File: src/rtl/arbitro_pkg.sv
// Shared definitions for the round-robin arbiter slice.
//   NUM_REQ     : number of requesters served by the arbiter
//   arb_state_t : arbiter FSM states
//   req_vec_t   : one bit per requester
package arbitro_pkg;

  localparam int unsigned NUM_REQ = 4;

  typedef enum logic {
    IDLE,
    BUSY
  } arb_state_t;

  typedef logic [NUM_REQ-1:0] req_vec_t;

endpackage

File: src/rtl/arbitro_rr_pick.sv
// Combinational round-robin winner search.
// The search starts at last+1 and wraps, so `last` has the lowest priority.
//   ereq       : effective (unmasked) request vector
//   last       : index of the previous owner
//   pick_valid : at least one effective request is present
//   pick_num   : index of the winning requester
module arbitro_rr_pick
  import arbitro_pkg::*;
(
  input  req_vec_t   ereq,
  input  logic [1:0] last,
  output logic       pick_valid,
  output logic [1:0] pick_num
);

  logic [1:0] off;
  logic [7:0] dbl;
  req_vec_t   rot;
  logic [1:0] idx;

  always_comb begin
    off        = last + 2'd1;
    // Rotate right by off: rot[j] corresponds to requester (j+off) mod 4.
    dbl        = {ereq, ereq} >> off;
    rot        = dbl[3:0];
    idx        = '0;
    pick_valid = 1'b0;
    // Descending scan so the lowest set index is the one left in idx.
    for (int unsigned j = NUM_REQ; j > 0; j--) begin
      if (rot[j-1]) begin
        idx        = 2'(j - 1);
        pick_valid = 1'b1;
      end
    end
    pick_num = idx + off;
  end

endmodule

File: src/rtl/arbitro_rr.sv
// Sequential round-robin arbiter for four requesters with a bounded hold.
// An owner keeps the grant while it requests, for at most MAX_HOLD cycles;
// every release is followed by one dead cycle before the next grant.
//   clk       : rising-edge clock
//   rst_n     : asynchronous active-low reset
//   req       : request lines, bit i from requester i
//   req_mask  : per-requester disable (1 ignores the requester)
//   grant     : registered one-hot grant, 0 when no owner
//   grant_num : registered owner index, holds its value while grant is 0
//   available : high while grant is 0
//   expired   : one-cycle pulse in the dead cycle after a forced release
module arbitro_rr
  import arbitro_pkg::*;
#(
  parameter int unsigned MAX_HOLD = 8
) (
  input  logic       clk,
  input  logic       rst_n,
  input  logic [3:0] req,
  input  logic [3:0] req_mask,
  output logic [3:0] grant,
  output logic [1:0] grant_num,
  output logic       available,
  output logic       expired
);

  localparam int unsigned    CW       = $clog2(MAX_HOLD + 1);
  localparam logic [CW-1:0]  HOLD_LIM = CW'(MAX_HOLD);

  arb_state_t    state_q, state_d;
  req_vec_t      ereq;
  req_vec_t      grant_d;
  logic [1:0]    num_d;
  logic [1:0]    last_q, last_d;
  logic [CW-1:0] hold_cnt, cnt_d;
  logic          exp_d;
  logic          pick_valid;
  logic [1:0]    pick_num;

  assign ereq      = req & ~req_mask;
  assign available = (grant == '0);

  arbitro_rr_pick u_pick (
    .ereq       (ereq),
    .last       (last_q),
    .pick_valid (pick_valid),
    .pick_num   (pick_num)
  );

  always_ff @(posedge clk or negedge rst_n) begin
    if (!rst_n) begin
      state_q   <= IDLE;
      grant     <= '0;
      grant_num <= '0;
      last_q    <= 2'd3;
      hold_cnt  <= '0;
      expired   <= 1'b0;
    end else begin
      state_q   <= state_d;
      grant     <= grant_d;
      grant_num <= num_d;
      last_q    <= last_d;
      hold_cnt  <= cnt_d;
      expired   <= exp_d;
    end
  end

  always_comb begin
    state_d = state_q;
    grant_d = grant;
    num_d   = grant_num;
    last_d  = last_q;
    cnt_d   = hold_cnt;
    exp_d   = 1'b0;
    case (state_q)
      IDLE: begin
        grant_d = '0;
        if (pick_valid) begin
          grant_d = req_vec_t'(1) << pick_num;
          num_d   = pick_num;
          last_d  = pick_num;
          cnt_d   = CW'(1);
          state_d = BUSY;
        end
      end
      BUSY: begin
        if (!ereq[grant_num]) begin
          grant_d = '0;
          cnt_d   = '0;
          state_d = IDLE;
        end else if (hold_cnt == HOLD_LIM) begin
          grant_d = '0;
          cnt_d   = '0;
          exp_d   = 1'b1;
          state_d = IDLE;
        end else begin
          cnt_d = hold_cnt + CW'(1);
        end
      end
      default: begin
        grant_d = '0;
        state_d = IDLE;
      end
    endcase
  end

endmodule
File: config.mk
export PLATFORM = sky130hd
export DESIGN_NAME = arbitro_rr
export DESIGN_NICKNAME = d
export VERILOG_FILES = /design/src/rtl/arbitro_pkg.sv /design/src/rtl/arbitro_rr_pick.sv /design/src/rtl/arbitro_rr.sv
export SDC_FILE = /design/constraint.sdc
export NUM_CORES = 1
export LEC_CHECK = 0
export CAP_MARGIN = 40
export CORE_MARGIN = 8
export CORE_UTILIZATION = 54
export CTS_CLUSTER_SIZE = 24
export DETAILED_ROUTE_END_ITERATION = 8
export MAX_ROUTING_LAYER = met4
export PLACE_DENSITY = 0.83
export SLEW_MARGIN = 20
export SYNTH_ARGS = -nofsm -noshare
export SYNTH_HDL_FRONTEND = slang
export SYNTH_SLANG_ARGS = --single-unit
File: constraint.sdc
create_clock -name clk -period 6.2 [get_ports clk]
set_input_delay 1.24 -clock clk [delete_from_list [all_inputs] [get_ports clk]]
set_output_delay 1.24 -clock clk [all_outputs]
set_load 0.02 [all_outputs]
==> flow_metrics.tcl <==
set metrics [dict create \
    critPathMaxStageDelay_ns 0.47 \
    yosysWarnings 0 \
    synth_fp_nets 116 \
    multi_input_area_um2 537 \
    num_vias 890 \
    yosysMostFrequentCell "nand2_1" \
    setup_viol 0 \
    synth-seq-cells 14 \
    overflow 0 \
    fin_util_pct 67.2 \
    grt_pass1_vias 884 \
    min_path_cells 2 \
    fmax_mhz 321 \
    drive_gt1_share_pct 11.7 \
    path_clk_slew_ns 0.07 \
    numCtsBuffers 3 \
    area_growth_pct 20.9 \
    grt_max_degree 15 \
    synth.cell_area_um2 928 \
    ctsResizeCount 0 \
    async_flop_share_pct 100 \
    cts.sink_count 14 \
    clock_latency_ns 0.28 \
    cts_setup_buffers 0 \
    place.gp.congestion 0.831 \
    die_area_mm2 0.00330 \
    hold_buffers 0 \
    min_path_type "register to register" \
    synth_ff_type "dfrtp_1" \
    design_area_mm2 0.00112 \
    avgViaCountPerCell 6.50 \
    syn_inst 103 \
    port-buffer-count 17 \
    crit_chain "clkdlybuf4s50_1 -> nand2b_1 -> nor3_1 -> a311oi_1 -> o211ai_1 -> ha_1 -> inv_1 -> nor3_1 -> o21ai_0 -> nand3_1" \
    synth_largest_area_cell "dfrtp_1" \
    vdd_drop_max_v 0.000247 \
    dr.first_iter.drc_count 13 \
    period_needed_ns 3.11 \
    hold_viol_final 0 \
    fin_nets 135 \
    register_area_um2 353 \
    crit_top_cell "nor3_1" \
    path_buf_inv 2 \
    crit_arrival_ns 3.33 \
    rrSetupSlack_ns 4.18 \
    critPathLaunchType "input port" \
    relSlewSlack_pct 48.4 \
    drv_cap 0 \
    p_leak_nw 0.490 \
    fillers 146 \
    design.core.area_mm2 0.00167 \
    worstSetupPathDepth 10 \
    die_height_um 57.5 \
    h-tree-depth 1 \
    initial_utilization_pct 55.6 \
    tightest_slew_ns 0.767 \
    grt_usage_pct 15.2 \
    cts-root-buf "clkbuf_4" \
    cts_tree "done" \
    required_ns 6.42 \
    hpwl_um 1710 \
    cts_buffer_depth 2 \
    synthTopCellsByArea "dfrtp_1 (32%), nand3_1 (7.0%), dfstp_2 (5.7%)" \
    critPathKind "input port to register" \
    crit_slowest_cell "clkdlybuf4s50_1" \
    cp_top_family "simple AND/OR/NAND/NOR gates" \
    cp_max_fo 8 \
    synthDistinctLibCells 33 \
    post-route-drc-count 0 \
    synth_top_area_share_pct 32.3 \
    p_total_uw 446 \
    synth_edf_count 0 \
    synth-seq-area-share_pct 38.0 \
    endpoint_kind "register" \
    grt_setup_unrepaired "false" \
    avgSynthCellArea_um2 9.01 \
    synthTopCellsByCount "nand2_1 (14), nand3_1 (13), dfrtp_1 (12), nor3_1 (6), o21ai_0 (6)" \
    ant_nets 0 \
    r2r_cells 8 \
    drt-total-wl_um 2180 \
    power_per_cell_area_mw_per_mm2 397 \
    drv_slew 0 \
    antenna_found_initial 0 \
    fin_crit_sh_pct 50.2 \
    drt_first_pass_iters 4 \
    diodes 0 \
    boundaryPins 18 \
    fp-row-count 15 \
    fin_setup_tns_ns 0 \
    placed_cell_area_mm2 0.00110 \
    grt_pass1_wl_um 3920 \
    post_drt_wl_per_cell_um 15.9 \
    die_w_um 57.5 \
    skew_ns 0.00523 \
    status "completed" \
]
## sequential cells by signal, indices dropped and copies added (netlist names)
name and count:
expired 1, grant 4, grant_num 2, hold_cnt 4, last_q 2, state_q 1
## final timing paths
path,end,start
worst min-delay path,grant[2]$_DFFE_PN0P_,grant[2]$_DFFE_PN0P_
worst max register to register,grant[3]$_DFFE_PN0P_,last_q[0]$_DFFE_PN1P_
worst max-delay path,grant[3]$_DFFE_PN0P_,req_mask[2]
min in group asynchronous,expired$_DFF_PN0_,rst_n
worst min register to register,grant[2]$_DFFE_PN0P_,grant[2]$_DFFE_PN0P_
max in group asynchronous,grant[2]$_DFFE_PN0P_,rst_n
## worst register-to-register path, stage by stage (launching register included)
cell      delay [ns]
dfstp_2         0.63
nor3_1          0.08
a311oi_1        0.25
o211ai_1        0.12
ha_1            0.33
inv_1           0.07
nor3_1          0.25
o21ai_0         0.14
nand3_1         0.09
## routing by layer
layer	vias up	wire length, µm	track usage, %
met3	2	154	5.16
li1	420	-	-
met2	31	1120	25.9
met4	0	4	2.14
met5	-	0	-
met1	437	904	17.1
## cell families after synthesis
logic type,share of synthesized area (%)
adders and majority gates,4.04
and+or+nand+nor,32.9
buffers and inverters,4.18
AOI/OAI and AO/OA,18.5
DFF,38.0
muxes,2.43
## layout make-up
type | instances | share of cell area [%]
repair buffers | 17 | 15.2
clock buffers | 3 | 2.01
flip-flops and latches | 14 | 31.4
multi-input cells | 81 | 47.8
well taps | 17 | 1.90
inverters | 5 | 1.67
## through the flow
stage | instances | worst slack (ns) | hold slack, ns
floorplan | 103 | 3.50 | 0.491
finish | 137 | 3.09 | 0.524
global placement | 134 | 2.85 | 0.505
CTS | 137 | 3.10 | 0.528
detailed placement | 134 | 2.81 | 0.510
global route | 137 | 2.90 | 0.580
## cells in the final DEF (no fill, tap or decap), drive strengths merged
| master | synthesis | final |
|---|---|---|
| nand2 | 14 | 14 |
| dfrtp | 12 | 12 |
| or2b | 1 | 1 |
| o311a | 1 | 1 |
| a211o | 2 | 2 |
| a211oi | 1 | 1 |
| and2 | 1 | 1 |
| dfstp | 2 | 2 |
| a41oi | 1 | 1 |
| ha | 3 | 3 |
| nand3 | 13 | 13 |
| a21oi | 2 | 2 |
| inv | 5 | 5 |
| clkdlybuf4s50 | 0 | 17 |
| o311ai | 1 | 1 |
| nor2b | 4 | 4 |
| nor4 | 4 | 4 |
| o211ai | 3 | 3 |
| a22o | 1 | 1 |
| and3 | 4 | 4 |
| clkbuf | 1 | 3 |
| a41o | 1 | 1 |
| nor3 | 6 | 6 |
| o2111ai | 2 | 2 |
| o211a | 1 | 1 |
| nor2 | 4 | 4 |
| a311oi | 1 | 1 |
| nand2b | 3 | 3 |
| o21ai | 6 | 6 |
| mux4 | 1 | 1 |
## report_power, final
| part | internal, mW | total [mW] | switching (mW) | leakage, nW |
|---|---|---|---|---|
| Clock | 0.0226 | 0.0509 | 0.0283 | 0.0138 |
| Combinational | 0.103 | 0.233 | 0.130 | 0.298 |
| Sequential | 0.125 | 0.162 | 0.0364 | 0.178 |
| Total | 0.251 | 0.446 | 0.195 | 0.490 |
No activity file was read; power rests on OpenSTA's default activity.
